### config.mk
export PLATFORM = sky130hd
export DESIGN_NAME = light_latency_meter
export DESIGN_NICKNAME = d
export VERILOG_FILES = /design/src/rtl/light_latency_meter.sv
export SDC_FILE = /design/constraint.sdc
export NUM_CORES = 1
export LEC_CHECK = 0
export CAP_MARGIN = 25
export CORE_MARGIN = 2
export CORE_UTILIZATION = 28
export DETAILED_ROUTE_END_ITERATION = 7
export PLACE_DENSITY_LB_ADDON = 0.2
export SYNTH_ARGS = -nofsm -noshare
export SYNTH_HDL_FRONTEND = slang
export SYNTH_SLANG_ARGS = --single-unit
### constraint.sdc
create_clock -name clk -period 6.6 [get_ports clk]
set_input_delay 0.99 -clock clk [delete_from_list [all_inputs] [get_ports clk]]
set_output_delay 0.99 -clock clk [all_outputs]
set_load 0.01 [all_outputs]
### src/rtl/light_latency_meter.sv
// Multi-channel light latency meter: raises stimulus, times each debounced sensor rise, streams per-channel results.
// Latency: result = D + SYNC_STAGES + DEBOUNCE_CYCLES - 1; results held stable while result_valid && !result_ready.
module light_latency_meter #(
   parameter int CHANNELS        = 4,
   parameter int SYNC_STAGES     = 2,
   parameter int DEBOUNCE_CYCLES = 1000,
   parameter int COUNT_WIDTH     = 24,
   parameter int TIMEOUT_CYCLES  = 2**24-1
) (
   input  logic                   clk,
   input  logic                   reset,
   input  logic                   start,
   input  logic [CHANNELS-1:0]    sensor,
   output logic                   stimulus,
   output logic                   busy,
   output logic [CHANNELS-1:0]    light_on,
   output logic                   result_valid,
   input  logic                   result_ready,
   output logic [3:0]             result_channel,
   output logic [COUNT_WIDTH-1:0] result_cycles,
   output logic                   result_timeout
);

   localparam int DB_W = (DEBOUNCE_CYCLES > 1) ? $clog2(DEBOUNCE_CYCLES) : 1;
   localparam logic [DB_W-1:0]        DB_LAST = DB_W'(DEBOUNCE_CYCLES - 1);
   localparam logic [COUNT_WIDTH-1:0] TMO     = COUNT_WIDTH'(TIMEOUT_CYCLES);
   localparam logic [COUNT_WIDTH-1:0] TMO_M1  = COUNT_WIDTH'(TIMEOUT_CYCLES - 1);

   typedef enum logic [1:0] {IDLE, ARM, MEASURE, REPORT} state_t;

   state_t                   state, state_nx;
   logic [CHANNELS-1:0]      synced, filt, filt_nx, rise, hit, hit_nx, timed;
   logic [COUNT_WIDTH-1:0]   cnt;
   logic [COUNT_WIDTH-1:0]   lat [CHANNELS];
   logic [3:0]               idx;
   logic                     cnt_last, idx_last;

   // Per-channel synchroniser and debouncer
   for (genvar g = 0; g < CHANNELS; g++) begin : g_ch
      logic [SYNC_STAGES-1:0] sync_q;
      logic [DB_W-1:0]        db_cnt;
      logic                   filt_q;

      always_ff @(posedge clk or posedge reset) begin
         if (reset) begin
            sync_q <= '0;
            db_cnt <= '0;
            filt_q <= 1'b0;
         end else begin
            sync_q <= {sync_q[SYNC_STAGES-2:0], sensor[g]};
            if (synced[g] == filt_q || db_cnt == DB_LAST)
               db_cnt <= '0;
            else
               db_cnt <= db_cnt + DB_W'(1);
            filt_q <= filt_nx[g];
         end
      end

      assign synced[g]  = sync_q[SYNC_STAGES-1];
      assign filt[g]    = filt_q;
      assign filt_nx[g] = (synced[g] != filt_q && db_cnt == DB_LAST) ? ~filt_q : filt_q;
   end

   assign rise     = filt_nx & ~filt;
   assign hit_nx   = hit | rise;
   assign cnt_last = (cnt == TMO_M1);
   assign idx_last = (idx == 4'(CHANNELS - 1));

   always_ff @(posedge clk or posedge reset) begin
      if (reset) state <= IDLE;
      else       state <= state_nx;
   end

   always_comb begin
      state_nx = state;
      case (state)
         IDLE:    if (start) state_nx = ARM;
         ARM: begin
            if (light_on == '0)  state_nx = MEASURE;
            else if (cnt_last)   state_nx = REPORT;
         end
         MEASURE: if (&hit_nx || cnt_last) state_nx = REPORT;
         REPORT:  if (result_ready && idx_last) state_nx = IDLE;
         default: state_nx = IDLE;
      endcase
   end

   always_comb begin
      stimulus       = (state == MEASURE);
      busy           = (state != IDLE);
      result_valid   = (state == REPORT);
      result_channel = idx;
      result_cycles  = '0;
      result_timeout = 1'b0;
      if (state == REPORT) begin
         for (int i = 0; i < CHANNELS; i++) begin
            if (idx == 4'(i)) begin
               result_cycles  = lat[i];
               result_timeout = timed[i];
            end
         end
      end
   end

   always_ff @(posedge clk or posedge reset) begin
      if (reset) begin
         light_on <= '0;
         cnt      <= '0;
         hit      <= '0;
         timed    <= '0;
         idx      <= '0;
         for (int i = 0; i < CHANNELS; i++) lat[i] <= '0;
      end else begin
         light_on <= filt;
         case (state)
            IDLE: begin
               cnt <= '0;
               idx <= '0;
            end
            ARM: begin
               hit   <= '0;
               timed <= '0;
               idx   <= '0;
               cnt   <= (state_nx == MEASURE) ? '0 : cnt + COUNT_WIDTH'(1);
               // Never went dark: every channel reports a timeout
               if (state_nx == REPORT) begin
                  timed <= '1;
                  for (int i = 0; i < CHANNELS; i++) lat[i] <= TMO;
               end
            end
            MEASURE: begin
               if (cnt != TMO) cnt <= cnt + COUNT_WIDTH'(1);
               hit <= hit_nx;
               idx <= '0;
               for (int i = 0; i < CHANNELS; i++) begin
                  if (rise[i] && !hit[i]) begin
                     lat[i] <= cnt;
                  end else if (state_nx == REPORT && !hit_nx[i]) begin
                     lat[i]   <= TMO;
                     timed[i] <= 1'b1;
                  end
               end
            end
            REPORT: begin
               if (result_ready && !idx_last) idx <= idx + 4'd1;
            end
            default: idx <= '0;
         endcase
      end
   end

endmodule

==> impl_metrics.xml <==
<?xml version="1.0" encoding="UTF-8"?>
<metrics>
  <group name="global_routing">
    <metric name="gr-usage-met1" unit="">0.194</metric>
    <metric name="global_route_wire_length_before_repair" unit="um">38600</metric>
    <metric name="use_met2" unit="">0.218</metric>
    <metric name="grt_remaining_overflow" unit="">0</metric>
    <metric name="grt_start_max_net_pins" unit="">107</metric>
    <metric name="grt_use_met3" unit="">0.0264</metric>
    <metric name="grt_pass1_vias" unit="">6854</metric>
    <metric name="global_route.usage.total" unit="">0.138</metric>
    <metric name="grt_antenna_before_repair" unit="">0</metric>
    <metric name="layer_with_the_highest_usage" unit="">met2</metric>
  </group>
  <group name="logic_synthesis">
    <metric name="synthesis.instances" unit="">968</metric>
    <metric name="synthesis.nets" unit="">991</metric>
    <metric name="syn_area_per_cell" unit="um^2">9.81</metric>
    <metric name="xor_xnor_portion_of_the_synthesized_cell_area" unit="">0.0516</metric>
    <metric name="synth_top_family_by_area" unit="">simple AND/OR/NAND/NOR gates</metric>
    <metric name="synthTopCellsByArea" unit="">dfrtp_1, nor2_1, mux2i_1, xor2_1, inv_1</metric>
    <metric name="synthFlopType" unit="">dfrtp_1</metric>
    <metric name="synth-adder-area-share" unit="">0.0198</metric>
    <metric name="synth_largest_type_area_fraction" unit="">0.500</metric>
    <metric name="yosys_register_bits" unit="">190</metric>
    <metric name="postSynth.asyncResetShare" unit="">1.00</metric>
    <metric name="yosysUniqueCellTypes" unit="">65</metric>
    <metric name="syn-cell-area" unit="mm^2">0.00950</metric>
    <metric name="area_fraction_in_compound_gates_after_synthesis" unit="">0.103</metric>
    <metric name="synth_top_area_cell" unit="">dfrtp_1</metric>
    <metric name="yosysSeqAreaShare" unit="">0.500</metric>
    <metric name="synth-edff-count" unit="">0</metric>
    <metric name="fraction_of_synthesized_area_in_multiplexers" unit="">0.0797</metric>
    <metric name="synth_simple_gate_area_frac" unit="">0.179</metric>
    <metric name="ys.warnings.count" unit="">0</metric>
  </group>
  <group name="sta">
    <metric name="timing.final.hold_violations" unit="">0</metric>
    <metric name="report.final.slew_viol_count" unit="">0</metric>
    <metric name="setup-tns-final" unit="ns">0</metric>
    <metric name="fin_worst_hold_slack" unit="ns">0.355</metric>
    <metric name="worst_clk_skew" unit="ns">0.0164</metric>
    <metric name="fin_crit_sh" unit="">0.689</metric>
    <metric name="timing_worst_slew_pin_value" unit="ns">1.02</metric>
    <metric name="max-slew-margin-rel" unit="">0.318</metric>
    <metric name="timing.final.crit_period" unit="ns">4.55</metric>
    <metric name="post-route-worst-setup-slack" unit="ns">2.05</metric>
    <metric name="fmax" unit="MHz">220</metric>
    <metric name="setup_violations" unit="">0</metric>
    <metric name="setup_repair_after_global_routing_missed_its_margin" unit="">false</metric>
  </group>
  <group name="clocking">
    <metric name="ctsRootBufferMaster" unit="">clkbuf_16</metric>
    <metric name="cts-htree-levels" unit="">4</metric>
    <metric name="clock_tree.buffer_depth" unit="">2</metric>
    <metric name="cts_inserted_buffers" unit="">17</metric>
    <metric name="cts_sinks" unit="">190</metric>
    <metric name="cts_tree" unit="">yes</metric>
    <metric name="clk_transition_reported_paths" unit="ns">0.07</metric>
    <metric name="cts_setup_buffers" unit="">0</metric>
    <metric name="clk_latency_worst_skew_pair" unit="ns">0.44</metric>
    <metric name="post_cts_hold_fix_bufs" unit="">0</metric>
    <metric name="cts.repair.resized" unit="">0</metric>
  </group>
  <group name="drt">
    <metric name="final_antenna_net_count" unit="">0</metric>
    <metric name="drt-vias-per-instance" unit="">4.69</metric>
    <metric name="routed_wire_length_per_instance" unit="um">16.2</metric>
    <metric name="dr.first_iter.drc_count" unit="">544</metric>
    <metric name="drt-total-wl" unit="um">23400</metric>
    <metric name="routed-via-count" unit="">6768</metric>
    <metric name="total_iterations_of_the_first_detailed_routing_run" unit="">6</metric>
    <metric name="detail_route.drc_violations" unit="">0</metric>
  </group>
  <group name="placement">
    <metric name="place.detailed.hpwl" unit="um">14700</metric>
    <metric name="place_ws" unit="ns">2.22</metric>
    <metric name="place_congestion" unit="">0.732</metric>
    <metric name="buffer_ports.inserted" unit="">43</metric>
    <metric name="post_dp_cell_area" unit="mm^2">0.0103</metric>
  </group>
  <group name="critical_path">
    <metric name="arrival" unit="ns">3.56</metric>
    <metric name="crit_required" unit="ns">5.61</metric>
    <metric name="crit_path_max_fanout" unit="">26</metric>
    <metric name="worstSetupStartpointType" unit="">flop</metric>
    <metric name="r2r.worst_path.cells" unit="">9</metric>
    <metric name="startpoint" unit="">result_channel[2]</metric>
    <metric name="setup.reg_to_reg.worst_slack" unit="ns">2.67</metric>
    <metric name="setup.worst_path.end_class" unit="">output pin</metric>
    <metric name="termination_of_the_worst_setup_path" unit="">result_cycles[0]</metric>
    <metric name="worstReg2RegEnd" unit="">lat[13]</metric>
    <metric name="r2r-start" unit="">state[0]</metric>
    <metric name="setup.worst_path.class" unit="">flop to output pin</metric>
  </group>
  <group name="power">
    <metric name="power.share.combinational" unit="">0.405</metric>
    <metric name="seq_power_share" unit="">0.325</metric>
    <metric name="totalPowerFinal" unit="mW">3.79</metric>
    <metric name="power_leakage" unit="nW">5.13</metric>
    <metric name="power.switching_fraction" unit="">0.383</metric>
    <metric name="p_switching" unit="mW">1.45</metric>
    <metric name="clock_power_share" unit="">0.271</metric>
    <metric name="power_density" unit="mW/mm^2">345</metric>
    <metric name="intPower" unit="mW">2.34</metric>
    <metric name="power.ir.vdd_worst" unit="V">0.000215</metric>
  </group>
  <group name="die">
    <metric name="initial_core_util" unit="">0.284</metric>
    <metric name="die_x" unit="um">188</metric>
    <metric name="dieArea" unit="mm^2">0.0354</metric>
    <metric name="fp.coreArea" unit="mm^2">0.0334</metric>
    <metric name="io_pins" unit="">44</metric>
    <metric name="std_cell_rows" unit="">67</metric>
    <metric name="floorplan.die.height" unit="um">188</metric>
  </group>
  <group name="final_layout">
    <metric name="flow.area_growth_from_synthesis" unit="%">15.5</metric>
    <metric name="final_nets" unit="">1006</metric>
    <metric name="layout-drive-gt1-share" unit="">0.0723</metric>
    <metric name="final_area" unit="mm^2">0.0110</metric>
    <metric name="num_antenna_cells" unit="">0</metric>
  </group>
  <group name="run">
    <metric name="max_cap_violations" unit="">0</metric>
  </group>
  <group name="hold_path">
    <metric name="holdCritPathClass" unit="">flop to flop</metric>
  </group>
  <group name="outcome">
    <metric name="status" unit="">finished, final reports clean</metric>
  </group>
</metrics>
[critical path, stage by stage (launching register included)]
cell	delay, ns
dfrtp_1	0.47
nor2_2	0.63
buf_4	0.36
and2_2	0.57
buf_16	0.24
a21oi_1	0.08
nor2_1	0.20
clkdlybuf4s50_1	0.58
[cell usage in the layout, fill, tap and decap left out, types with 3 or more instances in the layout]
cell	instances
mux2i_1	70
and4_1	7
nand3_1	37
nand4_1	10
inv_8	4
nor2_1	191
a222oi_1	25
clkdlybuf4s50_1	43
mux2_2	4
a22oi_1	4
nand2_1	28
o21ai_0	8
inv_1	83
a22o_1	4
a21o_1	3
and3_1	14
nor3b_1	4
clkbuf_16	17
o22a_1	23
clkinvlp_4	5
or3_1	3
xnor2_1	16
or2_2	4
nor3_1	31
and2_1	6
a21oi_1	31
ha_1	15
dfrtp_1	190
xor2_1	40
clkinv_4	3
buf_4	14
nand2b_1	7
[per-layer routing]
layer	wire [um]	vias to the layer above
li1	-	3338
met1	11700	3317
met2	10600	97
met3	907	16
met4	238	0
met5	0	-
[kinds of logic (layout without fill, tap and decap cells)]
kind of cell               after synthesis  in the layout
DFF                                    190            190
buffers and inverters                  149            177
AOI/OAI and AO/OA                      120            120
xor gates and xnor gates                56             56
muxes                                   75             75
and+or+nand+nor                        363            363
adders and majority gates               15             15
[power by group through the flow]
stage | clock network (mW) | logic, mW | registers (mW)
CTS | 1.06 | 1.55 | 1.23
global route | 1.11 | 1.66 | 1.23
detailed placement | 0 | 1.54 | 1.25
floorplan | 0 | 1.10 | 1.24
finish | 1.02 | 1.53 | 1.23
global placement | 0 | 1.55 | 1.25
[state kept, by name (all words and copies together), names as in the netlist]
register and count:
light_on 4, g_ch.sync_q 8, timed 4, state 2
lat 96, g_ch.filt_q 4, cnt 24, g_ch.db_cnt 40
hit 4, result_channel 4
[area by class of cell]
cell class,instances,area [um^2]
Sequential cell,190,4750
Clock inverter,15,158
Clock buffer,17,425
Tap cell,448,561
Inverter,85,327
Fill cell,3377,22500
Timing Repair Buffer,60,593
Multi-Input combinational cell,629,4160
[worst min-delay path by stage]
stage	from	end	slack, ns	depth (start not counted)
after CTS	g_ch[0].sync_q[0]	g_ch[0].sync_q[1]	0.36	0
after detailed placement	g_ch[2].sync_q[0]	g_ch[2].sync_q[1]	0.34	0
after global routing	g_ch[0].sync_q[0]	g_ch[0].sync_q[1]	0.37	0
after global placement	g_ch[0].sync_q[0]	g_ch[0].sync_q[1]	0.33	0
final	g_ch[0].sync_q[0]	g_ch[0].sync_q[1]	0.35	0
after floorplan	g_ch[0].sync_q[0]	g_ch[0].sync_q[1]	0.33	0
[cells in the mapped netlist, types with 2 or more instances]
| library cell | n |
|---|---|
| a2111oi_0 | 2 |
| a21o_1 | 3 |
| a21oi_1 | 31 |
| a221oi_4 | 2 |
| a222oi_1 | 25 |
| a22o_1 | 4 |
| a22oi_1 | 4 |
| and2_1 | 7 |
| and3_1 | 14 |
| and4_1 | 7 |
| buf_2 | 8 |
| buf_4 | 5 |
| buf_6 | 5 |
| clkbuf_1 | 44 |
| dfrtp_1 | 190 |
| ha_1 | 15 |
| inv_1 | 84 |
| mux2_2 | 4 |
| mux2i_1 | 70 |
| nand2_1 | 28 |
| nand2b_1 | 7 |
| nand3_1 | 37 |
| nand4_1 | 10 |
| nand4b_1 | 2 |
| nor2_1 | 192 |
| nor2b_1 | 2 |
| nor3_1 | 31 |
| nor3b_1 | 4 |
| nor4_1 | 2 |
| nor4b_1 | 2 |
| o211ai_2 | 2 |
| o21ai_0 | 8 |
| o22a_1 | 23 |
| o31ai_1 | 2 |
| o41ai_1 | 2 |
| or2_2 | 4 |
| or3_1 | 3 |
| or4_1 | 2 |
| xnor2_1 | 16 |
| xor2_1 | 40 |
[through the flow]
stage / utilization / instances
finish: 0.328 / 1444
global route: 0.328 / 1444
floorplan: - / 968
CTS: 0.326 / 1441
global placement: 0.309 / 1409
detailed placement: 0.309 / 1409
Power figures use the tool's default switching activity.
==> patch 1, RTL diff (config.mk and constraints unchanged) <==
Encoding of `state_t`: now one-hot (4 bits for 4 states).
--- a/src/rtl/light_latency_meter.sv
+++ b/src/rtl/light_latency_meter.sv
@@ -26,7 +26,7 @@
    localparam logic [COUNT_WIDTH-1:0] TMO     = COUNT_WIDTH'(TIMEOUT_CYCLES);
    localparam logic [COUNT_WIDTH-1:0] TMO_M1  = COUNT_WIDTH'(TIMEOUT_CYCLES - 1);
 
-   typedef enum logic [1:0] {IDLE, ARM, MEASURE, REPORT} state_t;
+   typedef enum logic [3:0] {IDLE = 4'b0001, ARM = 4'b0010, MEASURE = 4'b0100, REPORT = 4'b1000} state_t;
 
    state_t                   state, state_nx;
    logic [CHANNELS-1:0]      synced, filt, filt_nx, rise, hit, hit_nx, timed;
Behaviour: same outputs for any inputs over 10 cycles, from zero or initial values and one cycle with reset high; not proved beyond that.
==> patch 1 against the original RTL <==
- die area rose by 18%
- worst setup slack improved by 0.69 ns
- power fell by 14%
- cell area rose by 17%
- synthesized area grew 18%
- wire length increased by 54%
- sequential cell count grew 2
- largest cell class is now multi-input gates
- largest power group is now registers
- highest routed layer unchanged
==> patch 1: results <==
{
  "nets": 1203,
  "place_inst": 1686,
  "reg2reg_depth": 5,
  "finalCriticalPeriod_ns": 3.85,
  "async_flop_share": 1.00,
  "timing.hold.ws_ns": 0.353,
  "fillerInstances": 4056,
  "max_stage_delay_ns": 0.58,
  "grt_pass1_wl_mm": 57.3,
  "placed_area_sq_um": 12100,
  "clk_latency_ns": 0.48,
  "yosysSeqAreaShare": 0.427,
  "areaGrowthSynthToFinish_pct": 14.1,
  "synth_cells": 1199,
  "clock_skew_ns": 0.00996,
  "vias_per_cell": 5.50,
  "grt_use_total": 0.179,
  "drt-wirelength-per-cell_um": 20.9,
  "max-vdd-ir-drop_mv": 0.133,
  "critPathArrivalTime_ns": 2.86,
  "grt_max_degree": 112,
  "synth_common_cells": "dfrtp_1, nor2_1, clkbuf_1",
  "firstDrtPassIters": 5,
  "place_hpwl_mm": 21.8,
  "regToRegSetupSlack_ns": 3.53,
  "grt_pass1_vias": 9434,
  "dr.first_iter.drc_count": 712,
  "ys_top_cells_by_area": "dfrtp_1, a211oi_2, nor2_1",
  "p_leak_nw": 5.05,
  "cp_top_family": "buffers and inverters",
  "relSlewSlack": 0.285,
  "critical_path.slowest_cell": "clkdlybuf4s50_1",
  "outcome": "finished, final reports clean",
  "cp_max_fo": 25,
  "wl_mm": 36.0,
  "pre_cts_ws_ns": 2.85,
  "drive_above_1_share": 0.111
}
patch 1: layout make-up:
type,instances,share of cell area
multi-input cells,835,0.447
well taps,525,0.0512
inverters,65,0.0197
flip-flops and latches,192,0.374
clock inverters,15,0.0114
clock buffers,17,0.0331
repair buffers,74,0.0632
patch 1: logic make-up after synthesis:
logic type | Yosys count | synth area share
xor gates and xnor gates | 47 | 0.0366
and+or+nand+nor | 386 | 0.179
muxes | 4 | 0.00400
adders and majority gates | 10 | 0.0111
buffers and inverters | 172 | 0.0661
DFF | 192 | 0.427
AOI/OAI and AO/OA | 388 | 0.276
patch 1: report_power, final:
group / internal, mW / switching, mW / total, mW
logic: 0.278 / 0.634 / 0.911
registers: 1.22 / 0.0509 / 1.27
clock network: 0.503 / 0.561 / 1.06
patch 1: metal layers:
metal	share of wire	track usage
met5	0	0
met4	0.019	0.0611
met3	0.041	0.0349
met2	0.46	0.277
met1	0.48	0.248
patch 1: worst paths after layout:
check | from | to
worst max-delay path | result_channel[1] | result_cycles[13]
worst min-delay path | g_ch[2].sync_q[0] | g_ch[2].sync_q[1]
worst max register to register | state[1] | cnt[16]
worst min register to register | g_ch[2].sync_q[0] | g_ch[2].sync_q[1]
max in group asynchronous | reset | g_ch[2].db_cnt[0]
min in group asynchronous | reset | lat[42]
==> patch 2, RTL diff (same settings) <==
Made on the original files. `COUNT_WIDTH`: 24 -> 48.
--- a/src/rtl/light_latency_meter.sv
+++ b/src/rtl/light_latency_meter.sv
@@ -4,7 +4,7 @@
    parameter int CHANNELS        = 4,
    parameter int SYNC_STAGES     = 2,
    parameter int DEBOUNCE_CYCLES = 1000,
-   parameter int COUNT_WIDTH     = 24,
+   parameter int COUNT_WIDTH     = 48,
    parameter int TIMEOUT_CYCLES  = 2**24-1
 ) (
    input  logic                   clk,
Ports: changed (resized result_cycles); port bits go from 44 to 68. The function was not compared with the original's and may differ.
==> patch 2 against the original RTL <==
- the run now ends with design-rule violations left
- via count rose by 74%
- sequential cell count rose by 120
- wire length rose by 85%
- first-iteration DRC count rose by 120%
- critical path type unchanged
- cell area rose by 58%
- worst setup slack got worse by 0.26 ns
- register-to-register slack got worse by 0.43 ns
- synthesized cell count rose by 62%
- fmax fell by 5.4%
- combinational power rose by 41%
- power rose by 63%
- synthesized area rose by 56%
==> patch 2: results <==
{
  "drive_above_1_share": 0.0757,
  "layout.nonclk_buf_frac": 0.0554,
  "synthAdderAreaFrac": 0.0127,
  "ys_top_cells_by_area": "dfrtp_1, nor2_1, nor3_1",
  "critPathArrivalTime_ns": 3.82,
  "grt_pass1_vias": 11477,
  "max-vdd-ir-drop_mv": 0.350,
  "synth.mux.area_fraction": 0.00448,
  "nClkBuffers": 58,
  "multi_input_area_share": 0.372,
  "synth_common_cells": "dfrtp_1, nor2_1, nand2_1",
  "cts_buffer_depth": 3,
  "buffers": 96,
  "wl_mm": 43.2,
  "relSlewSlack": 0.281,
  "fillerInstances": 5331,
  "grt_use_total": 0.160,
  "nets": 1582,
  "gp_congestion": 0.773,
  "clk_share": 0.0710,
  "cp_max_fo": 32,
  "firstDrtPassIters": 8,
  "max_stage_delay_ns": 0.83,
  "clk_latency_ns": 0.56,
  "grt_max_degree": 168,
  "synth_compound_area_frac": 0.158,
  "drc_errors": 10,
  "largestRegisters": "lat (192), cnt (48), g_ch.db_cnt (40)",
  "clock_skew_ns": 0.0288,
  "yosys.cell_types.count": 63,
  "p_per_area_nw_per_um2": 357,
  "place_hpwl_mm": 25.6,
  "inv_count": 20,
  "place_inst": 2206,
  "fp.dieW_um": 234,
  "violations": "design-rule violations",
  "grt_pass1_wl_mm": 68.5,
  "dr.first_iter.drc_count": 1215,
  "io_buffers": 67,
  "pre_cts_ws_ns": 2.17,
  "multi_input_comb_cells": 1093,
  "synth_cells": 1568,
  "outcome": "finished with violations",
  "antenna_found_initial": 1,
  "p_leak_nw": 7.06,
  "vias": 11801,
  "placed_area_sq_um": 16100,
  "cts_sinks": 310
}
==> patch 2: metal layers <==
layer	wire length, um	part of all wire	global-route usage	vias up
li1	-	-	-	5530
met1	20100	0.46	0.227	5878
met2	19400	0.45	0.245	338
met3	2880	0.067	0.0367	53
met4	852	0.020	0.0425	2
met5	8	0.00019	0	-
==> patch 2: path summary, 6_finish.rpt <==
| check | from | to | slack, ns | cells after the start |
|---|---|---|---|---|
| hold / removal | g_ch[3].sync_q[0] | g_ch[3].sync_q[1] | 0.34 | 0 |
| min in group asynchronous | reset | g_ch[1].db_cnt[5] | 1.05 | 3 |
| max in group asynchronous | reset | lat[8] | 4.70 | 3 |
| setup / recovery | result_channel[2] | result_cycles[20] | 1.79 | 9 |
| hold reg to reg | g_ch[3].sync_q[0] | g_ch[3].sync_q[1] | 0.34 | 0 |
| setup reg to reg | state[0] | lat[151] | 2.24 | 11 |
==> patch 2: power breakdown <==
group	internal (mW)	switching (mW)
registers	1.94	0.0363
logic	0.532	1.62
clock network	1.24	0.821
total	3.71	2.48
